===== config.mk =====
export PLATFORM = sky130hd
export DESIGN_NAME = phy_init_seq
export DESIGN_NICKNAME = d
export VERILOG_FILES = /design/src/rtl/phy_init_seq.sv
export SDC_FILE = /design/constraint.sdc
export NUM_CORES = 1
export LEC_CHECK = 0
export CAP_MARGIN = 20
export CORE_ASPECT_RATIO = 1.5
export CORE_MARGIN = 10
export CORE_UTILIZATION = 58
export CTS_BUF_LIST = sky130_fd_sc_hd__clkbuf_4
export DETAILED_ROUTE_END_ITERATION = 16
export MAX_ROUTING_LAYER = met4
export PLACE_DENSITY = 0.89
export SLEW_MARGIN = 20
export SYNTH_ARGS = -nofsm -noshare
export SYNTH_HDL_FRONTEND = slang
export SYNTH_SLANG_ARGS = --single-unit

===== constraint.sdc =====
create_clock -name clk -period 5.6 [get_ports clk]
set_clock_uncertainty 0.15 [all_clocks]
set_input_delay 0.56 -clock clk [delete_from_list [all_inputs] [get_ports clk]]
set_output_delay 0.56 -clock clk [all_outputs]
set_load 0.05 [all_outputs]

===== src/rtl/phy_init_seq.sv =====
// PHY bring-up sequencer on the MDIO driver clock: pulses the PHY hardware
// reset, checks the PHY identifier, writes and verifies a register table,
// then polls register 1 for link status until re-initialised.
module phy_init_seq #(
  parameter logic [21:0] RST_CYCLES      = 22'd200_000,
  parameter logic [21:0] RST_WAIT_CYCLES = 22'd100_000,
  parameter logic [15:0] PHY_ID1         = 16'h0141,
  parameter int unsigned N_INIT          = 3,
  parameter logic [83:0] INIT_TABLE      = 84'h0,
  parameter logic [15:0] VERIFY_MASK     = 16'h7FFF,
  parameter logic [23:0] POLL_PERIOD     = 24'd100_000,
  parameter logic [15:0] TIMEOUT_CYCLES  = 16'd4095
) (
  input  logic        clk,
  input  logic        rst,
  input  logic        re_init,
  input  logic        op_done,
  input  logic [15:0] op_rd_data,
  input  logic        op_rd_ack,
  output logic        eth_rst_n,
  output logic        op_exec,
  output logic        op_rh_wl,
  output logic [4:0]  op_addr,
  output logic [15:0] op_wr_data,
  output logic        init_done,
  output logic        init_err,
  output logic [1:0]  err_code,
  output logic        link_up
);

  typedef enum logic [2:0] {
    S_RST_HOLD,
    S_RST_WAIT,
    S_ID_RD,
    S_WR,
    S_VFY,
    S_POLL_WAIT,
    S_POLL_RD,
    S_ERR
  } state_e;

  localparam logic [1:0]  ERR_ID   = 2'd0;
  localparam logic [1:0]  ERR_VFY  = 2'd1;
  localparam logic [1:0]  ERR_NACK = 2'd2;
  localparam logic [1:0]  ERR_TMO  = 2'd3;

  localparam logic [4:0]  REG_STATUS = 5'd1;
  localparam logic [4:0]  REG_PHYID1 = 5'd2;

  localparam logic [1:0]  LAST_IDX  = 2'(N_INIT - 1);
  localparam logic [23:0] HOLD_LAST = 24'(RST_CYCLES) - 24'd1;
  // One extra settle cycle so the first op_exec lands RST_WAIT_CYCLES+1
  // cycles after eth_rst_n rises.
  localparam logic [23:0] WAIT_LAST = 24'(RST_WAIT_CYCLES);
  localparam logic [23:0] POLL_LAST = POLL_PERIOD - 24'd1;
  localparam logic [23:0] TMO_LAST  = 24'(TIMEOUT_CYCLES);

  state_e      state_q, state_d;
  logic        wait_q, wait_d;       // 0 = ISSUE cycle, 1 = waiting for op_done
  logic [1:0]  idx_q, idx_d;         // table entry index for WR / VFY
  logic [23:0] cnt_q, cnt_d;         // shared hold / settle / poll / timeout counter
  logic        init_done_q, init_done_d;
  logic        init_err_q, init_err_d;
  logic [1:0]  err_code_q, err_code_d;
  logic        link_up_q, link_up_d;

  logic        err_hit;
  logic [1:0]  err_val;
  logic [4:0]  ent_addr;
  logic [15:0] ent_data;

  assign ent_addr = INIT_TABLE[21*int'(idx_q) + 16 +: 5];
  assign ent_data = INIT_TABLE[21*int'(idx_q) +: 16];

  // State and flag registers.
  always_ff @(posedge clk or posedge rst) begin
    if (rst) begin
      state_q     <= S_RST_HOLD;
      wait_q      <= 1'b0;
      idx_q       <= 2'd0;
      cnt_q       <= 24'd0;
      init_done_q <= 1'b0;
      init_err_q  <= 1'b0;
      err_code_q  <= ERR_ID;
      link_up_q   <= 1'b0;
    end else begin
      // NOTE: non-blocking assignments keep every register updating from the
      // same pre-edge values, independent of statement order.
      state_q     <= state_d;
      wait_q      <= wait_d;
      idx_q       <= idx_d;
      cnt_q       <= cnt_d;
      init_done_q <= init_done_d;
      init_err_q  <= init_err_d;
      err_code_q  <= err_code_d;
      link_up_q   <= link_up_d;
    end
  end

  // Next-state, counter and flag logic; re_init overrides everything.
  always_comb begin
    // NOTE: every signal gets a default before any branch so no path can
    // leave it unassigned and infer a latch.
    state_d     = state_q;
    wait_d      = wait_q;
    idx_d       = idx_q;
    cnt_d       = cnt_q;
    init_done_d = init_done_q;
    init_err_d  = init_err_q;
    err_code_d  = err_code_q;
    link_up_d   = link_up_q;
    err_hit     = 1'b0;
    err_val     = ERR_ID;

    if (re_init) begin
      state_d     = S_RST_HOLD;
      wait_d      = 1'b0;
      idx_d       = 2'd0;
      cnt_d       = 24'd0;
      init_done_d = 1'b0;
      init_err_d  = 1'b0;
      err_code_d  = ERR_ID;
      link_up_d   = 1'b0;
    end else begin
      unique case (state_q)
        S_RST_HOLD: begin
          if (cnt_q == HOLD_LAST) begin
            state_d = S_RST_WAIT;
            cnt_d   = 24'd0;
          end else begin
            cnt_d = cnt_q + 24'd1;
          end
        end
        S_RST_WAIT: begin
          if (cnt_q == WAIT_LAST) begin
            state_d = S_ID_RD;
            wait_d  = 1'b0;
            cnt_d   = 24'd0;
          end else begin
            cnt_d = cnt_q + 24'd1;
          end
        end
        S_POLL_WAIT: begin
          if (cnt_q == POLL_LAST) begin
            state_d = S_POLL_RD;
            wait_d  = 1'b0;
            cnt_d   = 24'd0;
          end else begin
            cnt_d = cnt_q + 24'd1;
          end
        end
        S_ID_RD, S_WR, S_VFY, S_POLL_RD: begin
          if (!wait_q) begin
            wait_d = 1'b1;
            cnt_d  = 24'd0;
          end else if (op_done) begin
            wait_d = 1'b0;
            cnt_d  = 24'd0;
            if (state_q != S_WR && op_rd_ack) begin
              err_hit = 1'b1;
              err_val = ERR_NACK;
            end else begin
              case (state_q)
                S_ID_RD: begin
                  if (op_rd_data != PHY_ID1) begin
                    err_hit = 1'b1;
                    err_val = ERR_ID;
                  end else begin
                    state_d = S_WR;
                    idx_d   = 2'd0;
                  end
                end
                S_WR: begin
                  if (idx_q == LAST_IDX) begin
                    state_d = S_VFY;
                    idx_d   = 2'd0;
                  end else begin
                    idx_d = idx_q + 2'd1;
                  end
                end
                S_VFY: begin
                  if (((op_rd_data ^ ent_data) & VERIFY_MASK) != 16'h0000) begin
                    err_hit = 1'b1;
                    err_val = ERR_VFY;
                  end else if (idx_q == LAST_IDX) begin
                    state_d     = S_POLL_WAIT;
                    idx_d       = 2'd0;
                    init_done_d = 1'b1;
                  end else begin
                    idx_d = idx_q + 2'd1;
                  end
                end
                S_POLL_RD: begin
                  link_up_d = op_rd_data[2];
                  state_d   = S_POLL_WAIT;
                end
                default: ;
              endcase
            end
          end else if (cnt_q == TMO_LAST) begin
            err_hit = 1'b1;
            err_val = ERR_TMO;
          end else begin
            cnt_d = cnt_q + 24'd1;
          end
        end
        S_ERR: ;
        default: state_d = S_RST_HOLD;
      endcase

      if (err_hit) begin
        state_d     = S_ERR;
        wait_d      = 1'b0;
        cnt_d       = 24'd0;
        init_done_d = 1'b0;
        init_err_d  = 1'b1;
        err_code_d  = err_val;
      end
    end
  end

  // MDIO operation port and PHY reset decoded from the current state; the
  // fields stay constant for the whole ISSUE/WAIT span of an operation.
  always_comb begin
    eth_rst_n  = (state_q != S_RST_HOLD);
    op_exec    = 1'b0;
    op_rh_wl   = 1'b0;
    op_addr    = 5'd0;
    op_wr_data = 16'h0000;
    case (state_q)
      S_ID_RD: begin
        op_exec  = !wait_q;
        op_rh_wl = 1'b1;
        op_addr  = REG_PHYID1;
      end
      S_WR: begin
        op_exec    = !wait_q;
        op_addr    = ent_addr;
        op_wr_data = ent_data;
      end
      S_VFY: begin
        op_exec  = !wait_q;
        op_rh_wl = 1'b1;
        op_addr  = ent_addr;
      end
      S_POLL_RD: begin
        op_exec  = !wait_q;
        op_rh_wl = 1'b1;
        op_addr  = REG_STATUS;
      end
      default: ;
    endcase
  end

  assign init_done = init_done_q;
  assign init_err  = init_err_q;
  assign err_code  = err_code_q;
  assign link_up   = link_up_q;

endmodule


-- Word-level counts from Yosys, hierarchy flattened
Cells that the tools add are included.
- memory bits (writable): 0
- ROM bits: 0
- word-level logic and storage cells: 150
- memories: 0
- input bits: 21
- latch bits: 0
- flip-flop bits (word level): 35
- muxes and demuxes: 78
- order comparisons: 0
- multipliers: 1
- reductions and logical operators: 27
- add/subtract/negate cells: 3
- shift operators: 2
- divide/modulo/power cells: 0
- bitwise gates (word level): 1
- eq/ne operators: 30
- operators by type and width (operator ; count):
    two-way mux 24 bit ; 8
    case mux 24 bit (4 select lines) ; 1
    variable part select 84 x 32 -> 5 bit (first input constant) ; 1
    variable part select 84 x 8 -> 16 bit (first input constant) ; 1
    equality test 24 x 17 -> 1 bit (second input constant) ; 2
    two-way mux 3 bit ; 12
    two-way mux 1 bit ; 35
    adder 32 x 6 -> 32 bit (second input constant) ; 1
    two-way mux 2 bit ; 15
    adder 24 x 1 -> 24 bit (second input constant) ; 1
    equality test 24 x 12 -> 1 bit (second input constant) ; 1
    equality test 24 x 18 -> 1 bit (second input constant) ; 1
    case mux 3 bit (4 select lines) ; 2
    != test 5 bit (second input constant) ; 4
    nonzero test 3 bit ; 6
    two-way mux 16 bit ; 1
    != test 16 x 9 -> 1 bit (second input constant) ; 1
    nonzero test 16 bit ; 1
    case mux 5 bit (3 select lines) ; 1
    bitwise XOR 15 bit ; 1
    AND reduction 7 bit ; 2
    != test 4 bit (second input constant) ; 3
    AND reduction 12 bit ; 1
    nonzero test 2 bit ; 5
    28 further kinds ; 35

-- Longest topological paths before layout
- depth in word-level cells: 13
- depth in mapped cells: 11
- mapped depth without buffers: 9

-- Worst setup path after synthesis
No wires, ideal clock.
- path type: input to register
- start: input port op_rd_data[11]
- end: register cnt_q[9]
- data required time: 5.381 ns
- slack: 2.693 ns
- data arrival time: 2.688 ns
- cell stages on the path: 9
- path buffers: 2
- path through: or4_4 > or4_4 > a21oi_4 > a211oi_4 > nor4_4 > buf_6 > nor2_4 > buf_12 > nor2_2
- cells in the longest elaborated chain, start to end: 11
- elaborated cells between the ends (all ways): 16
- ends and longest elaborated chain (what ; line ; text):
    from (decl) ; 18 ; input logic [15:0] op_rd_data,
    bitwise XOR 15 bit ; 182 ; if (((op_rd_data ^ ent_data) & VERIFY_MASK) != 16'h0000) begin
    nonzero test 16 bit ; 182 ;
    two-way mux 1 bit ; 182 ;
    case mux 1 bit (2 select lines) * ; 163 ; case (state_q)
    two-way mux 1 bit * ; 159 ; if (state_q != S_WR && op_rd_ack) begin
    two-way mux 1 bit * ; 156 ; end else if (op_done) begin
    two-way mux 1 bit * ; 153 ; if (!wait_q) begin
    two-way mux 1 bit * ; 125 ; unique case (state_q)
    two-way mux 1 bit * ; 115 ; if (re_init) begin
    != test 6 x 5 -> 1 bit (no source line), or another cell as far along ; n/a ;
    AND reduction 2 bit (no source line) / two-way mux 24 bit (equally long branches) ; n/a ;
    to (signal assigned) ; 92 ; cnt_q <= cnt_d;
    to (decl) ; 61 ; logic [23:0] cnt_q, cnt_d;
Every way passes the cells marked *; elsewhere a longest branch is shown, timed or not. The select of a mux whose other input is x is not followed.
A chain may end at the register's enable or synchronous reset.

-- Worst setup path in the final report
- start: input port op_rd_data[1]
- end: register cnt_q[10]
The elaborated chain is that of the path after synthesis.

==> qor.yml <==
period_minus_slack_ns: 3.42
p_per_area_nw_per_um2: 268
synth_cells: 284
finalHoldViolCount: 0
synth-async-reset-ratio: 1.00
cts_resized: 0
hold_class: "reg2reg"
nets: 331
synth_seq_cells: 35
die_x_um: 73.2
finalPower_uw: 731
fillers: 341
worstPathMaxFanout: 12
yosysTopAreaCellShare: 0.356
cts_buffers: 5
setup_viol: 0
ys_seq_area_frac: 0.356
clk_path_buf_depth: 2
min_from: "init_err"
syn-mean-instance-area_um2: 8.66
final_antenna_net_count: 0
synth_edf_count: 0
fin_cells: 354
fmax_mhz: 293
cts-root-buf: "clkbuf_4"
vdd_drop_max_mv: 0.270
critical_path_required_ns: 5.69
crit_type: "in2reg"
gr-total-overflow: 0
postCtsHoldBufs: 0
cp-start-kind: "primary input"
syn2layout_area_growth_pct: 10.8
synth_area_um2: 2460
io_pins: 50
whs_ns: 0.355
std_cell_rows: 28
layout-drive-gt1-share: 0.100
drt-total-wl_mm: 5.87
num_vias: 2136
drv_cap: 0
grt_pass1_vias: 2085
drcViolationCount: 0
antenna_found_initial: 0
grt_start_max_net_pins: 36
coreArea_um2: 4030
cts_htree_levels: 2
start_util: 0.610
gp_congestion: 0.943
power.leakage_nw: 1.08
fin_ws_ns: 2.18
first_iter_violations: 208
post-place-cells: 346
rsz0062_at_grt: "false"
yosys.cell_types.count: 65
worst_setup_path_end_kind: "register"
path_clk_slew_ns: 0.10
synthFlopType: "dfrtp_1"
track_usage: 0.163
grt_pass1_wl_mm: 9.58
io_buffers: 30
die_area_um2: 7300
pre_cts_ws_ns: 1.83
cts.sinks: 35
run_status: "complete, no violations"
wire_per_inst_um: 16.6
ys_warn_count: 0
cts_setup_buffers: 0
timing.rr.start: "state_q[0]"
finalMaxSlewViolations: 0
cp.arrival_ns: 3.51
die_h_um: 99.7
cts_tree: "yes"
n_antenna_cell: 0
first_pass_iters: 4
clk_latency_ns: 0.34
cp-startpoint: "op_rd_data[1]"
period_share: 0.610
slew_headroom: 0.422
hpwl_mm: 4.47
finalSetupTns_ns: 0
worstMarginPinSlew_ns: 0.866
synth_area_leader_cell: "dfrtp_1"
synth.area.top_cells: "dfrtp_1, buf_4, nand2_1"
vias_per_cell: 6.03
placed cells by master, fill, tap and decap left out, types with 2 or more instances in the layout:
cell type,instances
xnor2_1,6
clkbuf_4,6
nor3_1,10
nand2b_1,6
and2_1,2
xor2_1,6
nand4_1,4
a221o_1,2
a21oi_1,9
a22oi_1,3
or2_2,2
nand2_1,29
nor4_1,6
or4_4,2
conb_1,19
nand4bb_1,2
mux2i_1,4
nand4b_1,4
clkdlybuf4s50_1,30
nor3b_1,2
ha_1,2
nand3b_1,4
nor2b_1,7
o22ai_1,2
and3_1,5
o21ai_0,11
dfrtp_1,35
nor2_2,10
nand3_1,13
or4_1,3
or3_1,4
clkinv_1,2
nor2_1,23
inv_1,6
registers in the layout, indices dropped and copies added (netlist names):
| signal | flops |
|---|---|
| state_q | 3 |
| err_code | 2 |
| wait_q | 1 |
| idx_q | 2 |
| init_err | 1 |
| link_up | 1 |
| init_done | 1 |
| cnt_q | 24 |
final timing paths:
check	slack (ns)	cells past startpoint	end
min in group asynchronous	0.46	3	idx_q[0]
hold / removal	0.36	2	init_err
max in group asynchronous	4.52	3	cnt_q[10]
setup reg to reg	2.77	6	cnt_q[10]
setup / recovery	2.18	8	cnt_q[10]
hold reg to reg	0.36	2	init_err
logic make-up (layout without fill, tap and decap cells):
| group | Yosys count | count (layout) | synth area share |
|---|---|---|---|
| compound gates | 44 | 44 | 0.132 |
| xor+xnor | 12 | 12 | 0.0427 |
| fa+ha+maj | 2 | 2 | 0.0102 |
| buf+inv | 39 | 46 | 0.0997 |
| flops | 35 | 35 | 0.356 |
| mux | 4 | 4 | 0.0163 |
| other cells | 1 | 19 | 0.00153 |
| simple gates | 147 | 147 | 0.341 |
cells in the mapped netlist, types with 4 or more instances:
library cell / count
nand4_1: 4
inv_1: 6
nand3b_1: 4
nand2_1: 29
nand3_1: 13
o21ai_0: 11
xor2_1: 6
nor3_1: 10
dfrtp_1: 35
buf_4: 19
clkbuf_1: 7
nand4b_1: 4
nor2_2: 10
nor4_1: 6
or3_1: 4
nor2b_1: 7
xnor2_1: 6
nand2b_1: 6
mux2i_1: 4
and3_1: 5
nor2_1: 23
a21oi_1: 9
report_power, final:
| part | internal [mW] | switching [mW] | total [mW] |
|---|---|---|---|
| Clock | 0.0513 | 0.0821 | 0.133 |
| Sequential | 0.269 | 0.0401 | 0.309 |
| Combinational | 0.0965 | 0.192 | 0.288 |
worst max-delay path, stage by stage:
cell and delay (ns):
clkdlybuf4s50_1 0.39, or4_1 0.58, or4_4 0.55, a21oi_4 0.23
a211oi_4 0.13, nor4_4 0.63, nand2b_1 0.18, o311ai_1 0.25
metrics by stage:
stage               utilization  area, um^2
finish                    0.676        2720
global route              0.676        2720
CTS                       0.676        2720
detailed placement        0.663        2670
global placement          0.663        2670
floorplan                     -        2530
area by class of cell:
cell class,instances,area (um^2),share of cell area
Timing Repair Buffer,31,308,0.113
Sequential cell,35,876,0.322
Clock buffer,6,45.0,0.0165
Clock inverter,2,7.51,0.00276
Inverter,7,26.3,0.00965
Multi-Input combinational cell,228,1410,0.516
Tap cell,45,56.3,0.0207
routing by layer:
metal | global-route usage | part of all wire
met4 | 0.0821 | 0.030
met5 | - | 0
met1 | 0.171 | 0.38
met3 | 0.0398 | 0.076
met2 | 0.275 | 0.51
Power figures use the tool's default switching activity.
